File: src/rtl/ps2_key_sequencer.sv
// PS/2 scan-code sequencer: folds E0/F0 prefixes into key events queued in a FWFT FIFO.
// Optional held-key (typematic) filter enabled by defining PS2_TYPEMATIC_FILTER_EN.
module ps2_key_sequencer #(
    parameter int  FIFO_DEPTH = 4,
    localparam int CNT_W      = $clog2(FIFO_DEPTH + 1),
    localparam int PTR_W      = $clog2(FIFO_DEPTH)
) (
    input  logic             CLK,
    input  logic             reset,
    input  logic [7:0]       byte_in,
    input  logic             byte_valid,
    output logic [7:0]       key_code,
    output logic             key_ext,
    output logic             key_break,
    output logic             key_valid,
    input  logic             key_ready,
    output logic [CNT_W-1:0] fifo_count,
    output logic             overflow,
    output logic             seq_err
);
    typedef enum logic [1:0] {S_IDLE, S_EXT, S_BRK, S_EXT_BRK} state_t;

    state_t             state_q, state_d;
    logic               seq_err_q, seq_err_d;
    logic               overflow_q, overflow_d;
    logic               key_valid_q, key_valid_d;
    logic [9:0]         head_q, head_d;
    logic [9:0]         mem_q [FIFO_DEPTH];
    logic [9:0]         mem_d [FIFO_DEPTH];
    logic [PTR_W-1:0]   wr_ptr_q, wr_ptr_d, rd_ptr_q, rd_ptr_d;
    logic [CNT_W-1:0]   count_q, count_d;
    logic               dec_push_s, dec_ext_s, dec_brk_s;
    logic               filt_s, push_s, pop_s, full_s, wr_en_s;

    // Prefix decoder: next state, decoded event and error pulse
    always_comb begin
        state_d    = state_q;
        seq_err_d  = 1'b0;
        dec_push_s = 1'b0;
        dec_ext_s  = 1'b0;
        dec_brk_s  = 1'b0;
        if (byte_valid) begin
            if (byte_in == 8'h00 || byte_in == 8'hFF) begin
                seq_err_d = 1'b1;
                state_d   = S_IDLE;
            end else begin
                case (state_q)
                    S_IDLE: begin
                        if (byte_in == 8'hE0)      state_d = S_EXT;
                        else if (byte_in == 8'hF0) state_d = S_BRK;
                        else                       dec_push_s = 1'b1;
                    end
                    S_EXT: begin
                        if (byte_in == 8'hF0)      state_d = S_EXT_BRK;
                        else if (byte_in == 8'hE0) state_d = S_EXT;
                        else begin
                            dec_push_s = 1'b1;
                            dec_ext_s  = 1'b1;
                            state_d    = S_IDLE;
                        end
                    end
                    S_BRK, S_EXT_BRK: begin
                        state_d = S_IDLE;
                        if (byte_in == 8'hE0 || byte_in == 8'hF0) begin
                            seq_err_d = 1'b1;
                        end else begin
                            dec_push_s = 1'b1;
                            dec_brk_s  = 1'b1;
                            dec_ext_s  = (state_q == S_EXT_BRK);
                        end
                    end
                    default: state_d = S_IDLE;
                endcase
            end
        end else begin
            state_d = state_q;
        end
    end

`ifdef PS2_TYPEMATIC_FILTER_EN
    logic       rec_valid_q, rec_valid_d;
    logic [8:0] rec_q, rec_d;

    assign filt_s = dec_push_s && !dec_brk_s && rec_valid_q && (rec_q == {dec_ext_s, byte_in});

    // Held-key record: set by a written make, cleared by its matching break
    always_comb begin
        rec_valid_d = rec_valid_q;
        rec_d       = rec_q;
        if (dec_push_s && dec_brk_s && rec_valid_q && (rec_q == {dec_ext_s, byte_in})) begin
            rec_valid_d = 1'b0;
        end else if (wr_en_s && !dec_brk_s) begin
            rec_valid_d = 1'b1;
            rec_d       = {dec_ext_s, byte_in};
        end else begin
            rec_valid_d = rec_valid_q;
        end
    end

    // Record storage
    always_ff @(posedge CLK or negedge reset) begin
        if (!reset) begin
            rec_valid_q <= 1'b0;
            rec_q       <= 9'h000;
        end else begin
            rec_valid_q <= rec_valid_d;
            rec_q       <= rec_d;
        end
    end
`else
    assign filt_s = 1'b0;
`endif

    assign pop_s   = key_valid_q && key_ready;
    assign full_s  = (count_q == CNT_W'(FIFO_DEPTH));
    assign push_s  = dec_push_s && !filt_s;
    assign wr_en_s = push_s && (!full_s || pop_s);

    // FIFO next state; head is precomputed so outputs come straight from flops
    always_comb begin
        mem_d      = mem_q;
        overflow_d = overflow_q | (push_s && full_s && !pop_s);
        if (wr_en_s) begin
            mem_d[wr_ptr_q] = {dec_ext_s, dec_brk_s, byte_in};
        end else begin
            mem_d = mem_q;
        end
        wr_ptr_d    = wr_en_s ? wr_ptr_q + PTR_W'(1) : wr_ptr_q;
        rd_ptr_d    = pop_s ? rd_ptr_q + PTR_W'(1) : rd_ptr_q;
        count_d     = count_q + CNT_W'(wr_en_s) - CNT_W'(pop_s);
        key_valid_d = (count_d != CNT_W'(0));
        if (key_valid_d) begin
            head_d = mem_d[rd_ptr_d];
        end else begin
            head_d = 10'h000;
        end
    end

    // State, FIFO and output registers
    always_ff @(posedge CLK or negedge reset) begin
        if (!reset) begin
            state_q     <= S_IDLE;
            seq_err_q   <= 1'b0;
            overflow_q  <= 1'b0;
            key_valid_q <= 1'b0;
            head_q      <= 10'h000;
            wr_ptr_q    <= '0;
            rd_ptr_q    <= '0;
            count_q     <= '0;
            for (int i = 0; i < FIFO_DEPTH; i++) mem_q[i] <= 10'h000;
        end else begin
            state_q     <= state_d;
            seq_err_q   <= seq_err_d;
            overflow_q  <= overflow_d;
            key_valid_q <= key_valid_d;
            head_q      <= head_d;
            wr_ptr_q    <= wr_ptr_d;
            rd_ptr_q    <= rd_ptr_d;
            count_q     <= count_d;
            mem_q       <= mem_d;
        end
    end

    assign key_code   = head_q[7:0];
    assign key_break  = head_q[8];
    assign key_ext    = head_q[9];
    assign key_valid  = key_valid_q;
    assign fifo_count = count_q;
    assign overflow   = overflow_q;
    assign seq_err    = seq_err_q;
endmodule

File: config.mk
export PLATFORM = sky130hd
export DESIGN_NAME = ps2_key_sequencer
export DESIGN_NICKNAME = d
export VERILOG_FILES = /design/src/rtl/ps2_key_sequencer.sv
export SDC_FILE = /design/constraint.sdc
export NUM_CORES = 1
export LEC_CHECK = 0
export CAP_MARGIN = 40
export CELL_PAD_IN_SITES_DETAIL_PLACEMENT = 0
export CELL_PAD_IN_SITES_GLOBAL_PLACEMENT = 1
export CORE_MARGIN = 10
export CORE_UTILIZATION = 45
export CTS_CLUSTER_DIAMETER = 40
export DETAILED_ROUTE_END_ITERATION = 10
export PLACE_DENSITY_LB_ADDON = 0.1
export SYNTH_ARGS = -nofsm -noshare
export SYNTH_HDL_FRONTEND = slang
export SYNTH_SLANG_ARGS = --single-unit
File: constraint.sdc
create_clock -name CLK -period 3.7 [get_ports CLK]
set_input_delay 0.74 -clock CLK [delete_from_list [all_inputs] [get_ports CLK]]
set_output_delay 0.74 -clock CLK [all_outputs]
set_load 0.01 [all_outputs]
# Word-level counts from Yosys, hierarchy flattened
# Cells that the tools add are included.
# word_totals
reg_bits,62
input_bits,12
word_cells,79
# op_classes
n_addsub,4
magnitude_cmp,3
eq_ne,8
n_mux,34
bitwise,3
reduce_logical,15
# ops
operator,count
40-bit bitwise mux,1
10-bit 2-to-1 mux,4
40-bit 2-to-1 mux,1
8-bit equality test (second input constant),3
10-bit binary-select mux with 2-bit select,1
10-bit demux with 2-bit select,1
1-bit 2-to-1 mux,18
2-bit 2-to-1 mux,5
8-bit logical NOT,1
3-bit >= comparator (second input constant),2
2-bit NOT with 3-bit output,2
2-bit one-hot mux with 3 select lines,1
1-bit logical AND,5
2-bit by 1-bit adder with 2-bit output (second input constant),2
2-bit equality test (second input constant),2
4-bit inequality test (second input constant),1
3-bit by 1-bit adder with 3-bit output,1
3-bit equality test (second input constant),1
1-bit logical OR,3
3-bit by 1-bit < comparator with 1-bit output (second input constant),1
1-bit one-hot mux with 3 select lines,1
3-bit nonzero test,1
3-bit by 1-bit subtractor with 3-bit output,1
2-bit by 1-bit equality test with 1-bit output (second input constant),1
other kinds (6),7

# Depth between registers and ports, before layout
# depth
depth_word,12
mapped_depth,14

# Least setup slack after synthesis
# OpenSTA, ideal clock, no wires.
# synth_timing
kind,input port to flip-flop
from,input port byte_in[3]
to,register head_q[8]
setup_time_ns,0.126
t_arrival_ns,3.627
required_time_ns,3.574
setup_slack_ns,-0.053
path_stages,13
path_buffers,2
cell_sequence,clkbuf_2 nor4_4 a21oi_1 o211ai_1 ha_1 inv_1 ha_1 fa_1 xnor3_1 nor3_1 nor2_1 clkbuf_1 a221o_1
# synth_via
word_cells_on_any_way,27
cone_classes,2 x add/sub; 3 x eq/ne; 17 x mux; 5 x reduce/logical
# synth_lines
item,line,source
from (decl),10,"input logic [7:0] byte_in,"
"8-bit equality test, on equally long branches",-,
1-bit 2-to-1 mux (tied with other cells),55,else if (byte_in == 8'hE0) state_d = S_EXT;
"1-bit 2-to-1 mux, on equally long branches","54, 49, 64",
1-bit one-hot mux with 3 select lines,47,case (state_q)
1-bit 2-to-1 mux (*),43,if (byte_in == 8'h00 || byte_in == 8'hFF) begin
1-bit 2-to-1 mux (*),42,if (byte_valid) begin
1-bit logical AND (*),117,assign wr_en_s = push_s && (!full_s || pop_s);
3-bit by 1-bit adder with 3-bit output (*),130,count_d = count_q + CNT_W'(wr_en_s) - CNT_W'(pop_s);
3-bit by 1-bit subtractor with 3-bit output (*),130,
named net count_d[2],31,"logic [CNT_W-1:0] count_q, count_d;"
3-bit nonzero test (*),131,key_valid_d = (count_d != CNT_W'(0));
10-bit 2-to-1 mux (*),132,if (key_valid_d) begin
named net head_d[8],27,"logic [9:0] head_q, head_d;"
to (signal assigned),146,head_q <= 10'h000;
to (signal assigned),156,head_q <= head_d;
to (decl),27,
# Mark *: on every way through the listed nets, which the timed path passes. The rest lies on a longest branch. The select of a mux whose other input is x is not followed.
# A chain may end at the register's enable or synchronous reset.

# Worst setup path after layout
# layout_timing
from,input port byte_in[2]
to,register head_q[6]
# The elaborated chain is that of the path after synthesis.

==> flow_metrics.py <==
metrics = {
    "detailed_routing": {
        "first_pass_iters": 5,
        "first_iter_violations": 105,
        "dr_total_vias": 2785,
        "drc": 0,
        "vias_per_cell": 5.672,
        "routedWlPerCell_um": 17.66,
        "drt_wl_total_um": 8669,
        "ant_nets": 0,
    },
    "placed_design": {
        "hpwl_um": 5676,
        "gp_congestion": 0.8421,
        "port_buffers": 27,
        "place_ws_ps": -519.6,
    },
    "synth": {
        "synth.top_cell.area_share": 0.4717,
        "syn-num-nets": 343,
        "syn_area_um2": 3289,
        "synth_seq_cells": 62,
        "synth_top_area_cell": "dfrtp_1",
        "synth_edf_count": 0,
        "ys.warnings.count": 0,
        "synth_common_cells": "71 x nand2_1, 62 x dfrtp_1, 27 x o22ai_1, 21 x mux2_2, 19 x nor3_1",
        "syn_inst": 324,
        "syn_area_per_cell_um2": 10.15,
        "ys_seq_area_frac": 0.4717,
        "synth_area_leaders": "dfrtp_1 47%, nand2_1 8.1%, mux2_2 7.2%",
        "synthMostInstantiatedCell": "nand2_1",
        "ys.flop_type": "dfrtp_1",
        "postSynth.asyncResetShare": 1.000,
        "ys_types": 46,
    },
    "clock_network": {
        "cts-htree-levels": 3,
        "clkTransAtPathRegs_ps": 80,
        "numCtsBuffers": 9,
        "clkLatencyLatePin_ps": 340,
        "cts_tree": "yes",
        "cts_root_buf": "clkbuf_8",
        "cts_sinks": 62,
        "cts_max_path_buffers": 2,
    },
    "die": {
        "num_rows": 31,
        "ios": 28,
        "fp.dieW_um": 105.5,
        "dieArea_um2": 11130,
        "start_util": 0.4584,
        "core_um2": 7176,
        "fp.dieH_um": 105.5,
    },
    "global_routing": {
        "antenna_found_initial": 0,
        "grt-ovfl-total": 0,
        "grt_pass1_wl_um": 14590,
        "grt_pass1_vias": 2882,
        "grt_max_degree": 40,
        "track_usage": 0.1607,
    },
    "timing": {
        "rsz0062_at_grt": "no",
        "setup_violations": 0,
        "fin_skew_ps": 10.85,
        "hold_violations": 0,
        "max_freq_ghz": 0.2828,
        "fin_hold_ws_ps": 414.7,
        "max_slew_margin": 0.5759,
        "post-route-period-util": 0.9557,
        "tightest_slew_ps": 636.1,
        "period_minus_slack_ps": 3536,
        "setup_ws_ps": 163.7,
        "slew_violations": 0,
    },
    "cells_and_area": {
        "drive_gt1_frac": 0.2806,
        "diodes": 0,
        "final_util": 0.5876,
        "multi_input_area_um2": 1610,
        "syn_to_final_growth_pct": 28.19,
        "regArea_um2": 1551,
        "n_fill_cell": 610,
        "num-nets-final": 406,
    },
    "flow_run": {
        "drv_cap": 0,
    },
    "setup_path": {
        "timing.reg2reg.setup_slack_ps": 650,
        "worstReg2RegEnd": "head_q[6]",
        "cp_max_fo": 9,
        "crit_type": "input pin to register",
        "cp.required_ps": 3920,
        "rr_worst_depth": 15,
        "r2r-start": "key_valid",
        "end_kind": "register",
        "cp-start-kind": "input pin",
        "arrival_ps": 3760,
    },
    "outcome": {
        "outcome": "finished, final reports clean",
    },
    "pwr": {
        "peakVddDrop_uv": 358.1,
        "leakagePower_nw": 1.897,
        "powerDensity_nw_per_um2": 988.3,
        "power.total_mw": 4.167,
    },
    "worst_hold_path": {
        "hold_path_class": "input pin to asynchronous set/reset pin",
    },
}
-- placed cells by master (no fill, tap or decap), drive strengths merged, types with 2 or more instances in the layout --
| cell type | instances |
|---|---|
| clkbuf | 15 |
| nor3 | 19 |
| o22ai | 27 |
| clkinv | 2 |
| buf | 49 |
| inv | 13 |
| mux2 | 21 |
| and3 | 3 |
| mux2i | 2 |
| ha | 6 |
| nor2 | 5 |
| nand3 | 4 |
| o311ai | 18 |
| a21o | 4 |
| dfrtp | 62 |
| bufinv | 2 |
| xor2 | 2 |
| dlymetal6s2s | 2 |
| o21ai | 11 |
| nand4 | 2 |
| nand2 | 71 |
| a21boi | 3 |
| a21oi | 5 |
| clkdlybuf4s50 | 18 |
| a221o | 9 |
| nor4 | 2 |
-- power by group --
group	switching (mW)	leakage (nW)	total (mW)	internal [mW]
Clock	0.279	0.116	0.696	0.416
Combinational	1.17	1.02	2.31	1.13
Sequential	0.183	0.766	1.17	0.982
Total	1.64	1.90	4.17	2.53
-- state kept, by name, indices dropped and copies added, names as in the netlist --
register    flops
mem_q          40
wr_ptr_q        2
key_valid       1
seq_err         1
state_q         2
rd_ptr_q        2
overflow        1
head_q         10
fifo_count      3
-- critical path: stages --
cell,delay [ps]
dlygate4sd2_1,290
and3_1,230
a31oi_2,210
o211ai_1,130
ha_1,300
inv_1,40
ha_2,160
fa_2,330
xnor3_1,240
nor3_4,250
buf_6,140
nor2_4,40
buf_12,150
o311ai_1,80
o22ai_1,120
a221o_1,290
-- through the flow --
stage / setup TNS, ps / instances / cell area, um^2
global placement: -3363 / 462 / 3861
CTS: 0 / 489 / 4192
global route: 0 / 491 / 4217
floorplan: -267.3 / 324 / 3368
detailed placement: -4548 / 462 / 3861
finish: 0 / 491 / 4217
-- routing by layer --
layer  GRT usage  up-vias  part of all wire
met5           0        -                 0
met2      0.2524       86              0.46
met3     0.03228       15             0.046
met4     0.07060        0             0.017
li1            -     1322                 -
met1      0.2100     1362              0.47
-- final cells by class --
class                      count  area share
sequential                    62      0.3680
multi-input combinational    226      0.3819
tap                           99     0.02938
clock inverter                 5     0.01929
inverter                      13     0.01157
clock buffer                  11     0.03591
timing repair buffer          75      0.1540
-- what timing repair did --
item                       CTS  global route
hold buffers                 0             0
pin swaps                    6             7
setup buffers               10             2
gates resized for setup      8            16
cloned                       1             0
setup endpoints to repair    9            10
-- how the worst max path moves through the flow --
| stage | startpoint | end | slack [ps] | cells after the start |
|---|---|---|---|---|
| 6_report | byte_in[2] | head_q[6] | 160 | 16 |
| 5_1_grt | byte_in[2] | head_q[1] | 10 | 16 |
| 4_1_cts | byte_in[4] | head_q[0] | 1 | 16 |
| 3_5_place_dp | byte_in[1] | head_q[6] | -520 | 13 |
| 3_3_place_gp | byte_in[1] | head_q[6] | -380 | 13 |
| 2_1_floorplan | byte_in[3] | head_q[0] | -40 | 12 |
-- cells by family after synthesis --
group | Yosys count | synth area share
adder cells (fa/ha/maj) | 7 | 0.02891
AND/OR/NAND/NOR | 106 | 0.1423
XOR/XNOR | 4 | 0.01484
flip-flops | 62 | 0.4717
buffers and inverters | 37 | 0.05705
multiplexers | 23 | 0.07798
AO/OA/AOI/OAI | 85 | 0.2073
Note: power is estimated with default switching activity, not from simulation.
